===== config.mk =====
export PLATFORM = sky130hd
export DESIGN_NAME = switch_alloc
export DESIGN_NICKNAME = d
export VERILOG_FILES = /design/src/rtl/switch_alloc.sv
export SDC_FILE = /design/constraint.sdc
export NUM_CORES = 1
export LEC_CHECK = 0
export BUFFER_PORTS_ARGS = -buffer_cell sky130_fd_sc_hd__buf_2
export CORE_MARGIN = 5
export CORE_UTILIZATION = 55
export CTS_CLUSTER_SIZE = 14
export DETAILED_ROUTE_END_ITERATION = 10
export GPL_TIMING_DRIVEN = 0
export PLACE_DENSITY = 0.68
export SYNTH_ARGS = -nofsm -noshare
export SYNTH_HDL_FRONTEND = slang
export SYNTH_SLANG_ARGS = --single-unit
export TNS_END_PERCENT = 20

===== constraint.sdc =====
create_clock -name clk -period 9.6 [get_ports clk]
set_input_delay 1.92 -clock clk [delete_from_list [all_inputs] [get_ports clk]]
set_output_delay 1.92 -clock clk [all_outputs]
set_load 0.005 [all_outputs]

===== src/rtl/switch_alloc.sv =====
// rtl/switch_alloc.sv - five-port wormhole switch allocator with credit gating
module switch_alloc #(
  parameter int NPORTS = 5,
  parameter int DW     = 3
) (
  input  logic          clk,
  input  logic          rst_n,
  input  logic          req_n_i,
  input  logic          req_s_i,
  input  logic          req_e_i,
  input  logic          req_w_i,
  input  logic          req_l_i,
  input  logic [DW-1:0] dest_n_i,
  input  logic [DW-1:0] dest_s_i,
  input  logic [DW-1:0] dest_e_i,
  input  logic [DW-1:0] dest_w_i,
  input  logic [DW-1:0] dest_l_i,
  input  logic          tail_n_i,
  input  logic          tail_s_i,
  input  logic          tail_e_i,
  input  logic          tail_w_i,
  input  logic          tail_l_i,
  input  logic          credit_en_north_i,
  input  logic          credit_en_south_i,
  input  logic          credit_en_east_i,
  input  logic          credit_en_west_i,
  input  logic          credit_en_local_i,
  output logic          gnt_n_o,
  output logic          gnt_s_o,
  output logic          gnt_e_o,
  output logic          gnt_w_o,
  output logic          gnt_l_o,
  output logic          n_decr_o,
  output logic          s_decr_o,
  output logic          e_decr_o,
  output logic          w_decr_o,
  output logic          l_decr_o,
  output logic [DW-1:0] xb_sel_n_o,
  output logic [DW-1:0] xb_sel_s_o,
  output logic [DW-1:0] xb_sel_e_o,
  output logic [DW-1:0] xb_sel_w_o,
  output logic [DW-1:0] xb_sel_l_o,
  output logic          xb_vld_n_o,
  output logic          xb_vld_s_o,
  output logic          xb_vld_e_o,
  output logic          xb_vld_w_o,
  output logic          xb_vld_l_o
);

  logic [NPORTS-1:0] req, tail, cred;
  logic [DW-1:0]     dest [NPORTS];

  assign req     = {req_l_i, req_w_i, req_e_i, req_s_i, req_n_i};
  assign tail    = {tail_l_i, tail_w_i, tail_e_i, tail_s_i, tail_n_i};
  assign cred    = {credit_en_local_i, credit_en_west_i, credit_en_east_i,
                    credit_en_south_i, credit_en_north_i};
  assign dest[0] = dest_n_i;
  assign dest[1] = dest_s_i;
  assign dest[2] = dest_e_i;
  assign dest[3] = dest_w_i;
  assign dest[4] = dest_l_i;

  // Per-output lock/owner/pointer plus the registered crossbar controls.
  logic [NPORTS-1:0] lock_q, lock_d;
  logic [NPORTS-1:0] xb_vld_q, xb_vld_d;
  logic [DW-1:0]     owner_q  [NPORTS];
  logic [DW-1:0]     owner_d  [NPORTS];
  logic [DW-1:0]     rr_ptr_q [NPORTS];
  logic [DW-1:0]     rr_ptr_d [NPORTS];
  logic [DW-1:0]     xb_sel_q [NPORTS];
  logic [DW-1:0]     xb_sel_d [NPORTS];

  logic [NPORTS-1:0] gnt, decr, hit;
  logic [DW-1:0]     win [NPORTS];
  logic [DW-1:0]     idx;

  // Round-robin search per output starting after the last winner; a locked
  // output only admits its owner, and no credit means no grant at all.
  always_comb begin
    gnt      = '0;
    decr     = '0;
    hit      = '0;
    idx      = '0;
    lock_d   = lock_q;
    xb_vld_d = '0;
    for (int o = 0; o < NPORTS; o++) begin
      owner_d[o]  = owner_q[o];
      rr_ptr_d[o] = rr_ptr_q[o];
      xb_sel_d[o] = xb_sel_q[o];
      win[o]      = '0;
      for (int k = 1; k <= NPORTS; k++) begin
        idx = DW'((int'(rr_ptr_q[o]) + k) % NPORTS);
        if (!hit[o] && cred[o] && req[idx] && (dest[idx] == DW'(o)) &&
            (!lock_q[o] || (owner_q[o] == idx))) begin
          hit[o] = 1'b1;
          win[o] = idx;
        end
      end
      if (hit[o]) begin
        decr[o]      = 1'b1;
        gnt[win[o]]  = 1'b1;
        rr_ptr_d[o]  = win[o];
        lock_d[o]    = !tail[win[o]];
        if (!tail[win[o]]) owner_d[o] = win[o];
        xb_vld_d[o]  = 1'b1;
        xb_sel_d[o]  = win[o];
      end
    end
    if (!rst_n) begin
      gnt  = '0;
      decr = '0;
    end
  end

  // State register; reset leaves every output free with north first in line.
  always_ff @(posedge clk or negedge rst_n) begin
    if (!rst_n) begin
      lock_q   <= '0;
      xb_vld_q <= '0;
      for (int o = 0; o < NPORTS; o++) begin
        owner_q[o]  <= '0;
        rr_ptr_q[o] <= DW'(NPORTS - 1);
        xb_sel_q[o] <= '0;
      end
    end else begin
      lock_q   <= lock_d;
      xb_vld_q <= xb_vld_d;
      for (int o = 0; o < NPORTS; o++) begin
        owner_q[o]  <= owner_d[o];
        rr_ptr_q[o] <= rr_ptr_d[o];
        xb_sel_q[o] <= xb_sel_d[o];
      end
    end
  end

  assign {gnt_l_o, gnt_w_o, gnt_e_o, gnt_s_o, gnt_n_o}           = gnt;
  assign {l_decr_o, w_decr_o, e_decr_o, s_decr_o, n_decr_o}      = decr;
  assign {xb_vld_l_o, xb_vld_w_o, xb_vld_e_o, xb_vld_s_o, xb_vld_n_o} = xb_vld_q;
  assign xb_sel_n_o = xb_sel_q[0];
  assign xb_sel_s_o = xb_sel_q[1];
  assign xb_sel_e_o = xb_sel_q[2];
  assign xb_sel_w_o = xb_sel_q[3];
  assign xb_sel_l_o = xb_sel_q[4];

endmodule


==> impl_metrics.json, run 1 <==
{
  "synth_sequential_area_ratio_pct": 7.97,
  "die_height_microns": 171,
  "drt_iter0_drc": 1337,
  "n_antenna_cell": 0,
  "tritoncts.num_buffers": 5,
  "wl_microns": 47900,
  "globalRouteOverflowTotal": 0,
  "crit_path_max_fanout": 12,
  "drtAntennaViolNets": 0,
  "max_freq_mhz": 109,
  "place_hpwl_microns": 37500,
  "cts-resized-gates": 1,
  "detailroute.via_count": 15500,
  "insertion_delay_ns": 0.30,
  "die-area_sq_mm": 0.0292,
  "floorplan.core_area_sq_mm": 0.0253,
  "synth-edff-count": 0,
  "total_track_usage_pct": 31.4,
  "min_period_over_period_pct": 95.8,
  "io_pins": 62,
  "crit_required_ns": 7.68,
  "result_of_the_run": "complete, no violations",
  "synthesis.instances": 1874,
  "ffs_w_async_s_r_synth_pct": 100,
  "finalMaxSlewViolations": 0,
  "finalSetupViolations": 0,
  "grt_start_max_net_pins": 49,
  "filler_cells_inserted": 2428,
  "chipWidth_microns": 171,
  "route.detailed.vias_per_inst": 6.84,
  "unrepaired_setup_endpoints_after_global_routing": "false",
  "htree_num_levels": 2,
  "clkTransAtPathRegs_ns": 0.07,
  "timing.final.crit_period_ns": 9.20,
  "post-synth-top-area-fraction_pct": 11.6,
  "synth_area_leaders": "ha_1 12%, dfrtp_1 7.0%, a21oi_1 3.7%, xnor2_1 3.6%, mux2i_1 3.4%",
  "ctsRootBufferMaster": "clkbuf_16",
  "critical_path.slowest_cell": "dfrtp_1",
  "drt_drc_violations_left": 0,
  "max-clock-path-buffers": 2,
  "synth_area_leader_cell": "ha_1",
  "global_route_wire_length_before_repair_microns": 75700,
  "nets": 2103,
  "worst_case_headroom_to_the_max_slew_limit_pct": 15.5,
  "cp-end-kind": "output port",
  "multi_input_comb_area_sq_mm": 0.0121,
  "cts_setup_buffers": 0,
  "number_of_antenna_violations_at_the_first_check_in_global_routing": 1,
  "worst-endpoint-arrival_ns": 7.28,
  "layout.cells.most_common": "ha_1",
  "finalWeightedCongestion": 0.959,
  "per_instance_average_area_after_synthesis_sq_um": 7.58,
  "cts.sink_count": 45,
  "synth_flop_cell": "dfrtp_1",
  "tightest_slew_ns": 1.25,
  "post_synth_instance_area_sq_mm": 0.0142,
  "timing.setup.critical_path_class": "register to output port",
  "firstDrtPassIters": 7,
  "cts_hold_buf": 0,
  "setup.worst_path.start_class": "register",
  "synthDistinctLibCells": 128,
  "final_layout_size_suffix_gt1_share_pct": 13.7,
  "cells_traversed_along_the_worst_timing_path": "buf_2 > clkinvlp_4 > ha_1 > clkbuf_1 > clkinv_1 > ha_1 > o31ai_1 > xnor2_2 > ha_1 > nand2b_1 > o311ai_1 > a21oi_1 > a31oi_1 > o32a_1 > or4_1 > a31oi_1 > o21ai_0 > a32o_1 > o41a_1 > buf_2",
  "crit_path_frequent_cell": "ha_1",
  "area_growth_syn_to_layout_pct": 5.97,
  "yosysWarningCount": 0,
  "initial_utilization_pct": 56.1,
  "place.port_buffers": 54,
  "count_of_maximum_capacitance_violations": 0,
  "clock_skew_after_layout_ns": 0.00347,
  "tritoncts": "done",
  "wl_per_cell_microns": 21.1,
  "area.sequential_sq_mm": 0.00113,
  "critical_path.max_stage_delay_ns": 0.56,
  "first_global_vias": 14200,
  "postSynthRegisterBits": 45,
  "synth_nets": 2041,
  "hold_violations": 0,
  "setup_tns_ns": 0,
  "num_rows": 58,
  "hold_path_class": "register to register",
  "layout_common_cells": "132 x ha_1, 126 x nand2_1, 116 x nor2_1"
}
## routing by layer
layer	vias up	global-route usage (%)	part of all wire, %
met5	-	0	0.015
met4	2	7.53	2.5
met3	95	3.05	8.4
met2	739	51.3	44
met1	7371	44.9	45
li1	7297	-	-
## state kept, by name (all words and copies together) (netlist names)
| name | flops |
|---|---|
| lock_q | 5 |
| owner_q | 15 |
| rr_ptr_q | 15 |
| xb_sel_e_o | 1 |
| xb_sel_l_o | 1 |
| xb_sel_n_o | 1 |
| xb_sel_s_o | 1 |
| xb_sel_w_o | 1 |
| xb_vld_q | 5 |
## critical path: cells and delay by family (launching register included)
family | cells | cell delay, ns
fa+ha+maj | 3 | 1.16
simple gates | 2 | 0.52
compound gates | 9 | 2.96
xor+xnor | 1 | 0.24
flops | 1 | 0.56
buf+inv | 5 | 1.53
## worst paths after layout
kind	startpoint	to	slack (ns)	cells after the start
worst max-delay path	rr_ptr_q[12]	gnt_e_o	0.40	20
worst min-delay path	xb_sel_l_o[2]	xb_sel_l_o[2]	0.48	1
worst max register to register	rr_ptr_q[0]	owner_q[0]	2.71	23
worst min register to register	xb_sel_l_o[2]	xb_sel_l_o[2]	0.48	1
max in group asynchronous	rst_n	owner_q[0]	7.04	1
min in group asynchronous	rst_n	xb_vld_q[1]	1.84	1
## Yosys cell counts, drive strengths merged (32+ instances only)
| library cell | n |
|---|---|
| a31oi | 33 |
| a211oi | 39 |
| nand2b | 32 |
| nand2 | 127 |
| nor3 | 54 |
| nand3 | 47 |
| mux2i | 49 |
| a21oi | 110 |
| o21ai | 103 |
| dfrtp | 40 |
| buf | 51 |
| inv | 126 |
| xnor2 | 69 |
| ha | 132 |
| nor2 | 116 |
| o211ai | 38 |
| clkbuf | 55 |
## cells by family after synthesis
group	Yosys count	synth area share, %
simple gates	639	25.1
fa+ha+maj	135	12.0
compound gates	654	35.1
buf+inv	236	6.88
mux	75	6.25
flops	45	7.97
xor+xnor	90	6.64
## metrics by stage
stage          hold WS, ns  std cells  setup WS, ns  cell area, sq um  utilization (%)
2_1_floorplan        0.470       1874          2.08             14200                -
3_3_place_gp         0.458       2258         0.266             14900             58.8
3_5_place_dp         0.463       2258         0.247             14900             58.8
4_1_cts              0.479       2266         0.126             15000             59.4
5_1_grt              0.515       2267        0.0923             15100             59.5
6_report             0.477       2267         0.403             15100             59.5
## final cells by class
class | count | area share [%]
Buffer | 106 | 3.28
Clock buffer | 6 | 0.856
Clock inverter | 2 | 0.0665
Multi-Input combinational cell | 1593 | 80.4
Tap cell | 330 | 2.74
Inverter | 130 | 3.26
Timing Repair Buffer | 55 | 1.83
Sequential cell | 45 | 7.52
Power of run 1 is left out: the tool's default activity adds up to more than one toggle a clock period on the data nets, which glitch-free logic cannot reach.
==> run 2, diff against run 1 <==
- clock period: 9.6 -> 11.05 ns (I/O delays scaled with it)
==> run 2 against run 1 <==
Compared with the run above: hold slack got worse by 0.0011 ns; via count increased by 0.40%; critical endpoint is now gnt_n_o; routed wire length about the same; worst setup slack improved by 0.46 ns; core utilization decreased by 0.059 points; largest cell class unchanged; critical path depth increased by 4; clock-buffer cell count unchanged.
==> impl_metrics.json, run 2 (synthesis results as in run 1) <==
{
  "min_path_cells": 1,
  "cts-resized-gates": 0,
  "first_global_vias": 14200,
  "initial_utilization_pct": 56.1,
  "setup_tns_ns": 0,
  "tritoncts": "done",
  "drt_drc_violations_left": 0,
  "crit_path_max_fanout": 10,
  "layout.cells.most_common": "ha_1",
  "area.sequential_sq_mm": 0.00113,
  "number_of_cells_on_the_worst_reg_to_reg_path": 23,
  "cp-startpoint": "rr_ptr_q[0]",
  "global_route_wire_length_before_repair_microns": 75700,
  "ctsRootBufferMaster": "clkbuf_16",
  "chipWidth_microns": 171,
  "route.detailed.vias_per_inst": 6.87,
  "final_layout_size_suffix_gt1_share_pct": 13.5,
  "layout_common_cells": "132 x ha_1, 126 x nand2_1, 116 x nor2_1",
  "tritoncts.num_buffers": 5,
  "clock_skew_after_layout_ns": 0.00276,
  "wl_microns": 47900,
  "timing.reg2reg.setup_slack_ns": 3.39,
  "detailroute.via_count": 15600,
  "finalMaxSlewViolations": 0,
  "number_of_antenna_violations_at_the_first_check_in_global_routing": 1,
  "min_period_over_period_pct": 92.2,
  "setup.worst_path.start_class": "register",
  "total_track_usage_pct": 31.4,
  "cells_traversed_along_the_worst_timing_path": "clkbuf_1 > clkbuf_1 > clkbuf_1 > inv_1 > ha_1 > inv_1 > ha_1 > nor2_1 > a21oi_1 > xnor2_1 > ha_1 > nor2b_1 > a21oi_1 > a2bb2oi_2 > xnor2_1 > mux2_2 > a21oi_1 > nor4_1 > a221oi_1 > a31oi_2 > nor2_1 > a32oi_1 > a31oi_1 > buf_2",
  "critical_path.slowest_cell": "ha_1",
  "result_of_the_run": "complete, no violations",
  "wl_per_cell_microns": 21.1,
  "groute.layer.met2.usage_pct": 51.3,
  "finalWeightedCongestion": 0.959,
  "grt.busiest_layer": "met2",
  "die-area_sq_mm": 0.0292,
  "worst_hold_startpoint": "xb_sel_l_o[2]",
  "timing.setup.critical_path_class": "register to output port",
  "insertion_delay_ns": 0.29,
  "tightest_slew_ns": 1.26,
  "globalRouteMet3Util_pct": 3.05,
  "filler_cells_inserted": 2425,
  "place.port_buffers": 54,
  "grt_start_max_net_pins": 49,
  "htree_num_levels": 2,
  "num_rows": 58,
  "grt_use_met1_pct": 44.9,
  "globalRouteOverflowTotal": 0,
  "clkTransAtPathRegs_ns": 0.07,
  "unrepaired_setup_endpoints_after_global_routing": "false",
  "area_growth_syn_to_layout_pct": 5.86,
  "max-clock-path-buffers": 2,
  "worst_case_headroom_to_the_max_slew_limit_pct": 14.8,
  "drt_iter0_drc": 1330,
  "cts_setup_buffers": 0,
  "n_antenna_cell": 0,
  "io_pins": 62,
  "critical_path.max_stage_delay_ns": 0.56,
  "hold_path_class": "register to register",
  "timing.final.crit_period_ns": 10.19,
  "drtAntennaViolNets": 0,
  "max_freq_mhz": 98.1,
  "floorplan.core_area_sq_mm": 0.0253,
  "nets": 2103,
  "beginning_of_the_worst_register_to_register_path": "rr_ptr_q[0]",
  "crit_required_ns": 8.84,
  "count_of_maximum_capacitance_violations": 0,
  "hold_violations": 0,
  "place_hpwl_microns": 37500,
  "multi_input_comb_area_sq_mm": 0.0121,
  "die_height_microns": 171,
  "cts.sink_count": 45,
  "cts_hold_buf": 0,
  "firstDrtPassIters": 6,
  "reg.largest.list": "owner_q: 15 flops, rr_ptr_q: 15 flops",
  "finalSetupViolations": 0,
  "cp-end-kind": "output port",
  "worst-endpoint-arrival_ns": 7.98
}
## run 2: changes by cell type in the layout (fill, tap and decap cells not counted), sizes merged
cell	before	now
clkinvlp	1	0
clkinv	5	6
## run 2: final timing paths
path / end
worst min register to register: xb_sel_l_o[2]
min in group asynchronous: xb_vld_q[1]
worst max-delay path: gnt_n_o
worst min-delay path: xb_sel_l_o[2]
max in group asynchronous: owner_q[5]
worst max register to register: owner_q[0]
## run 2: worst max-delay path: cells and delay by family, from the launching register on
| kind | cells | cell delay [ns] |
|---|---|---|
| buffers and inverters | 6 | 2.11 |
| AOI/OAI and AO/OA | 8 | 2.03 |
| adders and majority gates | 3 | 1.11 |
| DFF | 1 | 0.54 |
| xor gates and xnor gates | 2 | 0.74 |
| and+or+nand+nor | 4 | 0.74 |
| muxes | 1 | 0.39 |
## run 2: per-stage QoR
| step | std cells | worst slack (ns) | instance area (sq um) | utilization, % | hold WS (ns) |
|---|---|---|---|---|---|
| 4_1_cts | 2266 | 1.05 | 15000 | 59.4 | 0.479 |
| 3_5_place_dp | 2258 | 1.41 | 14900 | 58.8 | 0.463 |
| 5_1_grt | 2267 | 0.407 | 15000 | 59.4 | 0.515 |
| 2_1_floorplan | 1874 | 3.24 | 14200 | - | 0.470 |
| 6_report | 2267 | 0.858 | 15000 | 59.4 | 0.475 |
| 3_3_place_gp | 2258 | 1.43 | 14900 | 58.8 | 0.458 |
## run 2: layout make-up
class	instances	area share [%]
Multi-Input combinational cell	1593	80.5
Sequential cell	45	7.53
Buffer	106	3.26
Inverter	130	3.24
Tap cell	330	2.74
Timing Repair Buffer	55	1.83
Clock buffer	6	0.857
Clock inverter	2	0.0665
## run 2: metal layers
metal  wire length [microns]  vias to the layer above
met5                       7                        -
met4                    1120                        2
met3                    3720                       80
met2                   21400                      713
met1                   21600                     7477
li1                        -                     7294
Power of run 2 is left out for the same reason.
